`config.mk`:
```
export PLATFORM = sky130hd
export DESIGN_NAME = input_port_router
export DESIGN_NICKNAME = d
export VERILOG_FILES = /design/src/rtl/noc_pkg.sv /design/src/rtl/route_compute.sv /design/src/rtl/input_port_router.sv
export SDC_FILE = /design/constraint.sdc
export NUM_CORES = 1
export LEC_CHECK = 0
export CAP_MARGIN = 20
export CELL_PAD_IN_SITES_DETAIL_PLACEMENT = 1
export CELL_PAD_IN_SITES_GLOBAL_PLACEMENT = 1
export CORE_ASPECT_RATIO = 0.75
export CORE_MARGIN = 1.5
export CORE_UTILIZATION = 29
export CTS_CLUSTER_DIAMETER = 50
export DETAILED_ROUTE_END_ITERATION = 8
export PLACE_DENSITY_LB_ADDON = 0.25
export SYNTH_ARGS = -nofsm -noshare
export SYNTH_HDL_FRONTEND = slang
export SYNTH_HIERARCHICAL = 1
export SYNTH_SLANG_ARGS = --single-unit
```
`constraint.sdc`:
```
create_clock -name clk -period 2 [get_ports clk]
set_input_delay 0.4 -clock clk [delete_from_list [all_inputs] [get_ports clk]]
set_output_delay 0.4 -clock clk [all_outputs]
set_load 0.05 [all_outputs]
```
`src/rtl/noc_pkg.sv`:
```
// Shared NoC definitions: flit-type codes, one-hot output-port codes and the
// input-port FSM state encoding.
package noc_pkg;

  localparam logic [1:0] FT_BODY   = 2'b00;
  localparam logic [1:0] FT_HEAD   = 2'b01;
  localparam logic [1:0] FT_TAIL   = 2'b10;
  localparam logic [1:0] FT_SINGLE = 2'b11;

  // One-hot output port order: [0]=L [1]=E [2]=W [3]=N [4]=S
  localparam logic [4:0] P_L = 5'b00001;
  localparam logic [4:0] P_E = 5'b00010;
  localparam logic [4:0] P_W = 5'b00100;
  localparam logic [4:0] P_N = 5'b01000;
  localparam logic [4:0] P_S = 5'b10000;

  typedef enum logic {
    S_IDLE   = 1'b0,
    S_ACTIVE = 1'b1
  } state_e;

endpackage

```
`src/rtl/route_compute.sv`:
```
// Dimension-order route selection: XY or YX, unsigned coordinate compares.
// Purely combinational; output is a one-hot port code.
module route_compute
  import noc_pkg::*;
#(
  parameter int X_W      = 2,
  parameter int Y_W      = 2,
  parameter int ROUTE_YX = 0
) (
  input  logic [X_W-1:0] x_cur,
  input  logic [Y_W-1:0] y_cur,
  input  logic [X_W-1:0] x_dst,
  input  logic [Y_W-1:0] y_dst,
  output logic [4:0]     port
);

  if (ROUTE_YX != 0) begin : g_yx
    always_comb begin
      port = P_L;
      if (y_dst > y_cur)      port = P_N;
      else if (y_dst < y_cur) port = P_S;
      else if (x_dst > x_cur) port = P_E;
      else if (x_dst < x_cur) port = P_W;
    end
  end else begin : g_xy
    always_comb begin
      port = P_L;
      if (x_dst > x_cur)      port = P_E;
      else if (x_dst < x_cur) port = P_W;
      else if (y_dst > y_cur) port = P_N;
      else if (y_dst < y_cur) port = P_S;
    end
  end

endmodule

```
`src/rtl/input_port_router.sv`:
```
// Per-input-port wormhole controller: routes the head flit, holds the output
// request for the packet, drops orphan flits and flags a missing tail.
module input_port_router
  import noc_pkg::*;
#(
  parameter int DATA_WIDTH = 16,
  parameter int X_W        = 2,
  parameter int Y_W        = 2,
  parameter int ROUTE_YX   = 0,
  parameter int CNT_W      = 16
) (
  input  logic                  clk,
  input  logic                  rst,
  input  logic [X_W-1:0]        x_cur,
  input  logic [Y_W-1:0]        y_cur,
  input  logic                  fifo_empty,
  input  logic [DATA_WIDTH-1:0] fifo_data,
  output logic                  fifo_read,
  output logic [4:0]            out_req,
  input  logic                  out_grant,
  output logic [DATA_WIDTH-1:0] flit_out,
  output logic                  flit_valid,
  output logic                  route_err,
  output logic [CNT_W-1:0]      pkt_cnt
);

  state_e           state_q, state_d;
  logic [4:0]       route_q, route_d, route_calc;
  logic             first_q, first_d;
  logic             err_q, err_d;
  logic [CNT_W-1:0] cnt_q, cnt_d;
  logic [1:0]       ftype;
  logic             head_like;

  assign ftype     = fifo_data[DATA_WIDTH-1 -: 2];
  assign head_like = (ftype == FT_HEAD) || (ftype == FT_SINGLE);

  route_compute #(
    .X_W      (X_W),
    .Y_W      (Y_W),
    .ROUTE_YX (ROUTE_YX)
  ) u_route (
    .x_cur (x_cur),
    .y_cur (y_cur),
    .x_dst (fifo_data[X_W-1:0]),
    .y_dst (fifo_data[X_W+Y_W-1:X_W]),
    .port  (route_calc)
  );

  always_comb begin
    state_d    = state_q;
    route_d    = route_q;
    first_d    = first_q;
    err_d      = 1'b0;
    cnt_d      = cnt_q;
    fifo_read  = 1'b0;
    flit_valid = 1'b0;
    flit_out   = '0;
    out_req    = '0;
    case (state_q)
      S_IDLE: begin
        if (!fifo_empty) begin
          if (head_like) begin
            route_d = route_calc;
            first_d = 1'b1;
            state_d = S_ACTIVE;
          end else begin
            fifo_read = 1'b1;
            err_d     = 1'b1;
          end
        end
      end
      S_ACTIVE: begin
        out_req = route_q;
        // A HEAD after the packet's own first flit means the tail went missing;
        // leave it in the FIFO so IDLE routes it as a fresh packet.
        if (!fifo_empty && (ftype == FT_HEAD) && !first_q) begin
          err_d   = 1'b1;
          state_d = S_IDLE;
        end else if (out_grant && !fifo_empty) begin
          fifo_read  = 1'b1;
          flit_valid = 1'b1;
          flit_out   = fifo_data;
          first_d    = 1'b0;
          if ((ftype == FT_TAIL) || (ftype == FT_SINGLE)) begin
            state_d = S_IDLE;
            cnt_d   = cnt_q + CNT_W'(1);
          end
        end
      end
      default: state_d = S_IDLE;
    endcase
    if (rst) begin
      fifo_read  = 1'b0;
      flit_valid = 1'b0;
      flit_out   = '0;
    end
  end

  always_ff @(posedge clk) begin
    if (rst) begin
      state_q <= S_IDLE;
      route_q <= '0;
      first_q <= 1'b0;
      err_q   <= 1'b0;
      cnt_q   <= '0;
    end else begin
      state_q <= state_d;
      route_q <= route_d;
      first_q <= first_d;
      err_q   <= err_d;
      cnt_q   <= cnt_d;
    end
  end

  assign route_err = err_q;
  assign pkt_cnt   = cnt_q;

endmodule

```
=== Word-level counts from Yosys, hierarchy flattened ===
Index checks and enable logic that the tools add are counted.

* Register bits: 24
* Output and inout bits: 40
* Word-level logic and storage cells: 60

* Add/sub/neg operators: 1
* Order comparisons: 4
* Equality and inequality tests: 7
* Muxes and demuxes: 30
* Bitwise logic cells: 3
* Reduce and logical (&&, ||, !) cells: 10

{| class="wikitable"
|+ Operators by type and width
! kind !! count
|-
| two-way mux 16 bit || 4
|-
| two-way mux 5 bit || 5
|-
| two-way mux 1 bit || 17
|-
| adder 16 x 1 -> 16 bit (second input constant) || 1
|-
| one-hot mux 1 bit (2 select lines) || 4
|-
| AND reduction 4 bit || 2
|-
| != test 2 bit (second input constant) || 3
|-
| equality test 2 bit (second input constant) || 2
|-
| > comparator 2 bit || 2
|-
| less-than comparator 2 bit || 2
|-
| logical AND 1 bit || 3
|-
| inverter 1 bit || 3
|-
| AND reduction 3 bit || 1
|-
| equality test 2 x 1 -> 1 bit (second input constant) || 1
|-
| zero test 1 bit || 2
|-
| logical OR 1 bit || 2
|-
| != test 2 x 1 -> 1 bit (second input constant) || 1
|}

=== Longest topological paths before layout ===
* Word-level depth: 6
* Depth in mapped cells: 6

=== Cells and area by module ===
Netlist, hierarchy kept.

{| class="wikitable"
|+ Modules (own cells, without submodules)
! module !! times used !! cells an instance !! area an instance (um^2) !! sequential area each (um^2)
|-
| input_port_router || 1 || 139 || 1,196.1 || 480.5
|-
| route_compute || 1 || 20 || 182.7 || 0.0
|}

=== Worst setup path before layout ===
Ideal clock, no wire load.

* Kind: in2out
* From: input fifo_data[14]
* To: output flit_out[10]
* Arrival time: 1,762 ps
* Required time: 1,600 ps
* Setup slack: -162 ps
* Cell stages on the path: 5
* Path buffers: 1
* Cells stage by stage: nor3b_1 or3_1 nor2_4 buf_4 and2_1

* Cells in the longest elaborated chain, start to end: 6

{| class="wikitable"
|+ Ends and longest elaborated chain
! item !! RTL line !! text
|-
| start: declaration || input_port_router.sv:17 || <nowiki>input logic [DATA_WIDTH-1:0] fifo_data,</nowiki>
|-
| equality test 2 x 1 -> 1 bit || input_port_router.sv:77 || <nowiki>if (!fifo_empty && (ftype == FT_HEAD) && !first_q) begin</nowiki>
|-
| logical AND 1 bit (2 in a row) || input_port_router.sv:77 ||
|-
| two-way mux 16 bit || input_port_router.sv:77 ||
|-
| two-way mux 16 bit || input_port_router.sv:60 || <nowiki>case (state_q)</nowiki>
|-
| two-way mux 16 bit || input_port_router.sv:93 || <nowiki>if (rst) begin</nowiki>
|-
| end: declaration || input_port_router.sv:21 || <nowiki>output logic [DATA_WIDTH-1:0] flit_out,</nowiki>
|}

No other way between the ends.

=== Worst setup path in the final report ===
* From: input fifo_data[14]
* To: output flit_out[9]

The elaborated chain is that of the path after synthesis.

==> qor.yml <==
outcome:
  status: "complete, but fails checks"
  violations: "negative setup slack"
timing:
  finalCritPeriodShare_pct: 102.8
  worstMarginPinSlew_ns: 0.5346
  fin_crit_ns: 2.057
  finClkSkew_ns: 0.003103
  timing.fmax_mhz: 486.1
  final-hold-violation-count: 0
  drv_slew: 0
  setup_slack_ns: -0.05699
  finalSetupViolCount: 15
  slew_headroom_pct: 64.30
  rsz0062_at_grt: "true"
setup_path:
  r2r_end: "pkt_cnt[12]"
  cp_max_fo: 8
  crit_type: "in2out"
  regToRegSetupSlack_ns: 0.30
  endpoint_kind: "output pin"
  worstReg2RegStart: "state_q"
  cpPeakStageDelay_ns: 0.41
  arrival_ns: 1.66
  slowest_stage: "or3_4"
  worstRegToRegCells: 6
  path_cells: "buf_2 > nor3b_2 > or3_4 > nor2_4 > and2_4 > buf_12"
  cp-start-kind: "input port"
  critPathRequiredTime_ns: 1.60
layout:
  multiInputGateArea_um2: 907.1
  nNetsFinal: 263
  n_fill_cell: 502
  area_growth_syn_to_layout_pct: 78.86
  drive_above_1_share_pct: 33.05
  antenna_cells: 0
  register_area_um2: 483.0
  final_area_um2: 2466
detailed_routing:
  ant_nets: 0
  firstDrtPassIters: 4
  num_vias: 1442
  drt-vias-per-instance: 4.972
  avgRoutedWirePerCell_um: 16.44
  wl_met1_mm: 2.048
  dr.max_layer_used: "met4"
  drt_wl_total_mm: 4.769
  wl_met2_mm: 2.543
  route.detailed.drc: 0
  drt_iter0_drc: 23
  wl_met3_um: 130
yosys:
  yosysSeqAreaShare_pct: 34.85
  synth_commonest_cells: "24 x dfxtp_1, 22 x and2_1, 17 x nor2_1"
  synth.cell_area_um2: 1379
  synth_cell_types: 36
  avgSynthCellArea_um2: 8.672
  yosysMostFrequentCell: "dfxtp_1"
  synth_async_sr_flop_share_pct: 0
  yosysTopAreaCell: "dfxtp_1"
  synthFlopType: "dfxtp_1"
  synth_fp_nets: 188
  ys_ff_latch: 24
  yosysTopAreaCellShare_pct: 34.85
  synth_area_leaders: "dfxtp_1 35%, and2_1 10%, nor2_1 4.6%"
  synth-edff-count: 0
  synthCells: 159
  yosysWarningCount: 6
clock_network:
  postCtsHoldBufs: 0
  clockBufferDepth: 2
  cts_buffers: 3
  htree_levels: 1
  insertion_delay_ns: 0.27
  clkSinkCount: 24
  post_cts_buffers: 0
  cts_tree: "done"
  clk_pin_slew_ns: 0.09
  cts-root-buf: "clkbuf_8"
global_routing:
  antenna_found_initial: 0
  grt_max_degree: 14
  grt_first_pass_wirelength_mm: 7.424
  grtUsageTotal_pct: 18.73
  grt_pass1_vias: 1561
  grt_overflow_total: 0
place:
  dp_hpwl_mm: 3.642
  place_congestion: 0.8194
  place_area_um2: 2351
  portBuffers: 63
die:
  core_area_um2: 4519
  ios: 64
  die_y_um: 62.72
  num_rows: 21
  dieArea_um2: 5182
  start_util_pct: 30.51
  die-width_um: 82.62
min_path:
  hp-start: "route_q[4]"
  min_path_cells: 2
  hp-class: "reg2reg"
  whs_endpoint: "route_q[4]"
pwr:
  p_leak_nw: 0.9998
  powerDensity_nw_per_um2: 418.5
  total_power_mw: 1.032
  ir_worst_vdd_v: 0.0004198
flow_run:
  maxCapViolCount: 0
-- repair_timing --
item / in CTS / in global routing
cloned: 1 / 0
endpoints found under the setup margin: 18 / 21
gates resized for setup: 25 / 10
endpoints found under the hold margin: 0 / 0
pin swaps: 11 / 7
-- registers in the layout, summed over array words and instances (netlist names) --
register	count
pkt_cnt	16
route_err	1
first_q	1
route_q	5
state_q	1
-- metal layers --
metal	up-vias	global-route usage, %
met3	4	3.942
met1	717	21.71
li1	697	-
met4	0	4.167
met5	-	0
met2	24	34.45
-- final cells by class --
cell class | count | share of cell area [%]
flip-flops and latches | 24 | 19.58
inverters | 7 | 1.065
clock buffers | 4 | 2.232
repair buffers | 75 | 37.44
multi-input cells | 123 | 36.78
well taps | 57 | 2.892
-- worst max path at each step --
stage	start	end	slack (ns)	depth (start not counted)
2_1_floorplan	fifo_data[14]	flit_out[10]	-0.05	5
3_3_place_gp	fifo_data[14]	flit_out[3]	-0.41	6
3_5_place_dp	fifo_data[14]	flit_out[9]	-0.49	6
4_1_cts	fifo_data[14]	flit_out[9]	-0.04	6
5_1_grt	fifo_data[14]	flit_out[14]	-0.13	6
6_report	fifo_data[14]	flit_out[9]	-0.06	6
-- cell usage in the layout (no fill, tap or decap), types with 7 or more instances in the layout --
| cell | instances |
|---|---|
| xor2_1 | 7 |
| buf_4 | 16 |
| nor2_1 | 17 |
| buf_12 | 21 |
| clkdlybuf4s50_1 | 30 |
| and2_1 | 7 |
| and2_4 | 13 |
| a21oi_1 | 10 |
| inv_1 | 7 |
| o21ai_0 | 9 |
| dfxtp_1 | 22 |
| or3_1 | 8 |
-- stage by stage --
| step | instances | TNS (ns) | utilization (%) | setup slack, ns | hold slack, ns |
|---|---|---|---|---|---|
| 3_5_place_dp | 285 | -8.829 | 52.02 | -0.4908 | 0.4796 |
| 2_1_floorplan | 159 | -0.4604 | - | -0.05116 | 0.4515 |
| 6_report | 290 | -0.6202 | 54.57 | -0.05699 | 0.5023 |
| 4_1_cts | 290 | -0.2307 | 54.04 | -0.04128 | 0.5047 |
| 5_1_grt | 290 | -1.647 | 54.57 | -0.1276 | 0.5379 |
| 3_3_place_gp | 285 | -7.264 | 52.02 | -0.4108 | 0.4691 |
-- critical path, delay by kind of cell --
kind          cells  cell delay (ns)
buf+inv           2             0.25
simple gates      4             1.00
-- power breakdown --
group          internal (mW)  total (mW)  switching (mW)
Clock                  0.176       0.340           0.164
Sequential             0.486       0.490         0.00464
Combinational          0.103       0.201          0.0988
Total                  0.764        1.03           0.268
-- cell families (layout without fill, tap and decap cells) --
group / count (synthesis) / count (layout) / share of synthesized area [%]
DFF: 24 / 24 / 34.85
and+or+nand+nor: 80 / 81 / 35.84
buffers and inverters: 13 / 86 / 4.447
AOI/OAI and AO/OA: 23 / 23 / 10.89
xor gates and xnor gates: 8 / 8 / 5.082
muxes: 6 / 6 / 4.356
adders and majority gates: 5 / 5 / 4.537
(Power assumes the default switching activity.)
